## src/rtl/hsid_mse_sequencer.sv

```systemverilog
// Control FSM for the hyperspectral MSE search. For each library pixel it
// streams band addresses to the captured-pixel and library buffers, qualifies
// the returning data into the MSE unit, then keeps the lowest MSE result.
// Best index and best MSE are reported when the whole library has been scanned.
module hsid_mse_sequencer #(
  parameter int BANDS_WIDTH    = 7,
  parameter int LIBRARY_WIDTH  = 6,
  parameter int DATA_WIDTH_ACC = 40
) (
  input  logic                                 clk,
  input  logic                                 rst_n,
  input  logic                                 clear,
  input  logic                                 start,
  input  logic [BANDS_WIDTH-1:0]               cfg_bands,
  input  logic [LIBRARY_WIDTH-1:0]             cfg_lib_size,
  output logic                                 cap_rd_en,
  output logic [BANDS_WIDTH-1:0]               cap_rd_addr,
  output logic                                 lib_rd_en,
  output logic [BANDS_WIDTH+LIBRARY_WIDTH-1:0] lib_rd_addr,
  output logic                                 mse_clear,
  output logic                                 mse_band_valid,
  output logic                                 mse_last_band,
  input  logic                                 mse_valid,
  input  logic [DATA_WIDTH_ACC-1:0]            mse_value,
  output logic                                 busy,
  output logic                                 done,
  output logic                                 error,
  output logic [LIBRARY_WIDTH-1:0]             best_index,
  output logic [DATA_WIDTH_ACC-1:0]            best_mse
);

  localparam logic [2:0] S_IDLE    = 3'd0;
  localparam logic [2:0] S_CONFIG  = 3'd1;
  localparam logic [2:0] S_COMPUTE = 3'd2;
  localparam logic [2:0] S_WAIT    = 3'd3;
  localparam logic [2:0] S_COMPARE = 3'd4;
  localparam logic [2:0] S_DONE    = 3'd5;
  localparam logic [2:0] S_ERROR   = 3'd6;
  localparam logic [2:0] S_CLEAR   = 3'd7;

  logic [2:0]                state;
  logic [BANDS_WIDTH-1:0]    b_q, band;
  logic [LIBRARY_WIDTH-1:0]  n_q, pixel;
  logic [DATA_WIDTH_ACC-1:0] mse_q;
  logic                      issuing, last_issue;

  assign issuing    = (state == S_COMPUTE);
  assign last_issue = issuing && (band == b_q - BANDS_WIDTH'(1));

  // Issue-side outputs are pure decodes of state; addresses stay quiet when idle.
  always_comb begin
    cap_rd_en   = issuing;
    lib_rd_en   = issuing;
    cap_rd_addr = issuing ? band : '0;
    lib_rd_addr = issuing ? {pixel, band} : '0;
    mse_clear   = issuing && (band == '0);
    done        = (state == S_DONE);
    error       = (state == S_ERROR);
    busy        = !(state == S_IDLE || state == S_DONE || state == S_ERROR);
  end

  // Buffer data arrives one cycle after the read; clear abandons reads in flight.
  always_ff @(posedge clk or negedge rst_n) begin
    if (!rst_n) begin
      mse_band_valid <= 1'b0;
      mse_last_band  <= 1'b0;
    end else begin
      mse_band_valid <= issuing & ~clear;
      mse_last_band  <= last_issue & ~clear;
    end
  end

  // Main sequencing FSM with band/pixel counters and best-match tracking.
  always_ff @(posedge clk or negedge rst_n) begin
    if (!rst_n) begin
      state      <= S_IDLE;
      b_q        <= '0;
      n_q        <= '0;
      band       <= '0;
      pixel      <= '0;
      mse_q      <= '0;
      best_index <= '0;
      best_mse   <= '0;
    end else if (clear) begin
      // Zero everything on entry so the CLEAR cycle already shows clean results.
      state      <= S_CLEAR;
      b_q        <= '0;
      n_q        <= '0;
      band       <= '0;
      pixel      <= '0;
      mse_q      <= '0;
      best_index <= '0;
      best_mse   <= '0;
    end else begin
      case (state)
        S_IDLE: if (start) state <= S_CONFIG;
        S_CONFIG: begin
          b_q   <= cfg_bands;
          n_q   <= cfg_lib_size;
          band  <= '0;
          pixel <= '0;
          state <= (cfg_bands == '0 || cfg_lib_size == '0) ? S_ERROR : S_COMPUTE;
        end
        S_COMPUTE: begin
          band <= band + BANDS_WIDTH'(1);
          if (last_issue) state <= S_WAIT;
        end
        S_WAIT: begin
          if (mse_valid) begin
            mse_q <= mse_value;
            state <= S_COMPARE;
          end
        end
        S_COMPARE: begin
          // Strict compare: on ties the earlier (lower) index is kept.
          if (pixel == '0 || mse_q < best_mse) begin
            best_mse   <= mse_q;
            best_index <= pixel;
          end
          if (pixel == n_q - LIBRARY_WIDTH'(1)) begin
            state <= S_DONE;
          end else begin
            pixel <= pixel + LIBRARY_WIDTH'(1);
            band  <= '0;
            state <= S_COMPUTE;
          end
        end
        S_DONE:  state <= S_IDLE;
        S_ERROR: state <= S_ERROR;
        S_CLEAR: state <= S_IDLE;
        default: state <= S_IDLE;
      endcase
    end
  end

endmodule

```

## config.mk

```make
export PLATFORM = sky130hd
export DESIGN_NAME = hsid_mse_sequencer
export DESIGN_NICKNAME = d
export VERILOG_FILES = /design/src/rtl/hsid_mse_sequencer.sv
export SDC_FILE = /design/constraint.sdc
export NUM_CORES = 1
export LEC_CHECK = 0
export ABC_AREA = 1
export CORE_ASPECT_RATIO = 1.2
export CORE_MARGIN = 8
export CORE_UTILIZATION = 56
export CTS_CLUSTER_SIZE = 16
export DETAILED_ROUTE_END_ITERATION = 6
export GPL_TIMING_DRIVEN = 0
export PLACE_DENSITY = 0.88
export SYNTH_ARGS = -nofsm -noshare
export SYNTH_HDL_FRONTEND = slang
export SYNTH_SLANG_ARGS = --single-unit
```

## constraint.sdc

```tcl
create_clock -name clk -period 5.5 [get_ports clk]
set_input_delay 1.1 -clock clk [delete_from_list [all_inputs] [get_ports clk]]
set_output_delay 1.1 -clock clk [all_outputs]
set_load 0.02 [all_outputs]
```

=== Yosys cells after proc, flatten, opt, wreduce, memory -nomap -nowiden ===
Index checks and enable logic that the tools add are counted.

* Reductions and logical operators: 25
* Mux-type cells: 28
* Eq/ne operators: 13
* $mul: 0
* Div/mod/pow operators: 0
* $add $sub $neg: 4
* Bitwise logic cells: 3
* Order comparisons: 1
* Shift-type cells: 0

{| class="wikitable"
|+ Operators by type and width
! kind !! count
|-
| 2-to-1 mux 40 bit || 6
|-
| 2-to-1 mux 6 bit || 7
|-
| < comparator 40 bit || 1
|-
| 2-to-1 mux 7 bit || 5
|-
| case mux 3 bit (7 select lines) || 1
|-
| case mux 7 bit (3 select lines) || 1
|-
| 2-to-1 mux 3 bit || 6
|-
| logical NOT 7 bit || 2
|-
| 2-to-1 mux 13 bit || 1
|-
| equality test 3 bit (second input constant) || 4
|-
| logical NOT 6 bit || 2
|-
| case mux 6 bit (2 select lines) || 1
|-
| nonzero test 2 bit || 5
|-
| inequality test 3 bit (second input constant) || 3
|-
| AND reduction 2 bit || 4
|-
| adder 7 x 1 -> 7 bit (second input constant) || 1
|-
| equality test 7 bit || 1
|-
| subtractor 7 x 1 -> 7 bit (second input constant) || 1
|-
| adder 6 x 1 -> 6 bit (second input constant) || 1
|-
| equality test 3 x 2 -> 1 bit (second input constant) || 2
|-
| equality test 6 bit || 1
|-
| subtractor 6 x 1 -> 6 bit (second input constant) || 1
|-
| logical OR 1 bit || 4
|-
| nonzero test 4 bit || 1
|-
| 10 further kinds || 12
|}

* Word-level logic and storage cells: 84
* Input port bits: 58
* Register bits after elaboration: 117
* RAM bits: 0
* Bits in latches: 0
* Memory bits (read-only): 0
* Memories kept: 0

=== Depth between registers and ports, before layout ===
* Depth after elaboration: 6
* Mapped depth: 17
* Depth with buffers taken out: 16

=== Least setup slack after synthesis ===
OpenSTA, ideal clock, no wires.

* Path kind: register to output
* Start: reg state[2]
* End: out lib_rd_addr[6]
* Stages on the path, launching flop included: 6
* Data arrival time: 1,499 ps
* Buffers on the path: 2
* Setup slack: 2,901 ps
* Cells stage by stage: dfrtp_1 > nor2_1 > nand2_1 > clkbuf_1 > nor2_1 > buf_4

* Cells in the longest elaborated chain, start to end: 2

{| class="wikitable"
|+ Ends and longest elaborated chain
! element !! line !! text
|-
| from (decl) || 41 || <nowiki>logic [2:0] state;</nowiki>
|-
| from (signal assigned) || 102 || <nowiki>state <= (cfg_bands == '0 || cfg_lib_size == '0) ? S_ERROR : S_COMPUTE;</nowiki>
|-
| equality test 3 x 2 -> 1 bit || 47 || <nowiki>assign issuing = (state == S_COMPUTE);</nowiki>
|-
| 2-to-1 mux 13 bit || 55 || <nowiki>lib_rd_addr = issuing ? {pixel, band} : '0;</nowiki>
|-
| to (decl) || 19 || <nowiki>output logic [BANDS_WIDTH+LIBRARY_WIDTH-1:0] lib_rd_addr,</nowiki>
|}

Every way passes these cells.

=== Final worst setup path ===
* Start: reg state[2]
* End: out lib_rd_addr[5]

The elaborated chain is that of the path after synthesis.

==> results.md <==
* First DRT Iteration DRCs at just over 400
* Final setup violation count at 0
* Yosys top cell by area: dfrtp_1
* Crit Path Class: reg -> out
* Post-synth EDFFs at 0
* HP Class: reg -> reg
* Minimum clock period after layout at 3730 ps
* Proportion of netlist area held by the largest area contributor at 0.450
* Synth async-reset ratio at 1.00
* Critical Path Most Common Cell: nor2_1
* Clock-pin slew on the worst setup and hold paths at roughly 50 ps
* Tot GR Track Use at 0.238
* CTS Hold Bufs at 0
* Clk root buf: clkbuf_16
* Mapped Nets at 913
* Diode count at 0
* RSZ-0062 raised after global routing: false
* Inserted Clock Buffers at 17
* CTS HTree Levels at 4
* Yosys warns at 0
* Vias in the first global route at 6,206
* Pwr Density at approximately 320 mW/mm2
* Synth Register Bits at ~120
* CTS Sinks at approximately 120
* Row count at 43
* Ys flop type: dfrtp_1
* Worst path cell trace: nor2_1, nand2_1, clkbuf_1, nor2_1, buf_4, clkdlybuf4s50_1
* Fin nets at 1,063
* Final Max Slew Viols at 0
* CORE AREA at 0.0115 mm2
* Max Cap Viol at 0
* Sequential element share of the synthesized area at 0.450
* Die ar. at 0.0153 mm2
* Commonest cells in the synthesized netlist: nand2_1 (231), dfrtp_1 (117), inv_1 (111)
* Post-CTS resize count at 0
* Max-slew headroom at 0.669
* Total wire length at 17.6 mm
* ANT nets after route at 0
* Clk buf depth at 2
* Layout Utilization at 0.751
* WP data required at 4400 ps
* Area contributors post-synth: dfrtp_1 (45%), nand2_1 (13%), ha_1 (8.6%)
* CP startpoint kind: flip-flop
* TritonCTS clock tree: yes
* Layout Skew at between 8 and 9 ps
* Period utilization at 0.678
* Final Power at 2.74 mW
* Final hold violations at 0
* Mapped Area at ~0.0065 mm2
* Largest stage delay, worst path at 640 ps
* Synth Area per Inst at 8.04 um2
* DRC viols at 3
* Most frequent cell after synthesis: nand2_1
* Grt ovf at 0
* Via/cell ratio at roughly 5.4
* I/O pin count at 132
* Pin count of the biggest net entering global routing at 78
* Actual slew at the worst max-slew pin at 496 ps
* Pleak at between 4 and 5 nW
* Netlist cell types at 37
* Ratio of cells with drive above 1 in the final layout at 0.0781
* Worst path arrival time at 2630 ps
* Post-route setup TNS at 0 ps
* HPWL Detailed at 12.6 mm
* Routed vias at 6,120
* # Post-CTS Setup Buffers at 0
* Area grow syn2layout at 32.2%
* Failing checks: DRC
* Worst skew pair latency at 420 ps
* Drt wl/cell at 15.6 um
* CP Max Fanout at 10
* Layout fillers at 816
* Max VDD drop at 0.256 mV
* Die X-Extent at 114 um
* Detailed Routing Iterations Pass 1 at 7
* RD Place Congestion at 0.909
* Post-synthesis cell count at 810
* CP endpoint kind: output pin
* Count of input and output buffers at 130
* First-pass GRT wire length at 28.9 mm
* Die Y at 134 um
* Initial antenna violation count at 0
* Run status: finished, violations left
* Slowest CP cell: clkdlybuf4s50_1
* Initial Utilization at 0.568
* Max Freq at 268 MHz
-- registers in the layout (all words and copies together), names as in the netlist --
register and count:
state 3, b_q 7, best_mse 40, mse_q 40
n_q 6, band 7, mse_last_band 1, best_index 6
mse_band_valid 1, pixel 6
-- layout make-up --
type | count | area (um2) | share of cell area
clock buffer | 21 | 460 | 0.0535
clock inverter | 11 | 108 | 0.0125
tap | 157 | 196 | 0.0228
sequential | 117 | 2930 | 0.340
buffer | 36 | 215 | 0.0250
inverter | 116 | 435 | 0.0506
timing repair buffer | 131 | 1330 | 0.155
multi-input combinational | 541 | 2930 | 0.341
-- cells in the final DEF, fill, tap and decap left out, types with 9 or more instances in the layout --
| cell | n |
|---|---|
| nand2_1 | 231 |
| clkdlybuf4s50_1 | 129 |
| dfrtp_1 | 117 |
| inv_1 | 111 |
| nand3_1 | 87 |
| nor2_1 | 46 |
| ha_1 | 45 |
| a22o_1 | 24 |
| o21ai_0 | 19 |
| a21oi_1 | 18 |
| clkbuf_16 | 17 |
| a22oi_1 | 16 |
| buf_2 | 13 |
| nand4_1 | 12 |
| clkbuf_1 | 10 |
| buf_4 | 9 |
-- path summary, 6_finish.rpt --
check | cells past startpoint | to | slack, ps | from
max | 6 | lib_rd_addr[5] | 1770 | state[2]
min | 2 | best_index[0] | 470 | best_index[0]
max reg2reg | 14 | best_mse[16] | 3250 | best_mse[35]
min reg2reg | 2 | best_index[0] | 470 | best_index[0]
max in group asynchronous | 2 | b_q[0] | 4210 | rst_n
min in group asynchronous | 1 | mse_q[21] | 580 | rst_n
-- worst max-delay path, delay by kind of cell (launching register included) --
family | cells | cell delay, ps
buffers and inverters | 3 | 1110
AND/OR/NAND/NOR | 3 | 670
flip-flops | 1 | 420
-- metrics by stage --
stage / hold WS [ps] / instances / cell area, um2 / worst slack [ps]
final: 473 / 1130 / 8600 / 1770
after CTS: 471 / 1130 / 8600 / 1790
after global routing: 507 / 1130 / 8600 / 1660
after global placement: 455 / 1097 / 8010 / -1160
after detailed placement: 458 / 1098 / 8040 / 2300
after floorplan: 472 / 810 / 6510 / 2900
-- where the power goes --
group	switching, mW	internal (mW)
combinational	0.444	0.272
sequential	0.0499	0.913
clock	0.383	0.682
total	0.877	1.87
-- layer usage --
metal  part of all wire  track usage  up-vias  routed length (um)
met2               0.51        0.408      230                8930
met1               0.40        0.268     2931                7090
met5                  0            0        -                   0
li1                   -            -     2914                   -
met4              0.030        0.122        0                 536
met3              0.060       0.0607       45                1060
-- logic make-up (layout without fill, tap and decap cells) --
family / Yosys count / after routing / synth area share
XOR/XNOR: 7 / 7 / 0.00942
buffers and inverters: 152 / 315 / 0.0999
AO/OA/AOI/OAI: 89 / 89 / 0.0917
adder cells (fa/ha/maj): 45 / 45 / 0.0865
flip-flops: 117 / 117 / 0.450
AND/OR/NAND/NOR: 400 / 400 / 0.263
Power figures use the tool's default switching activity.
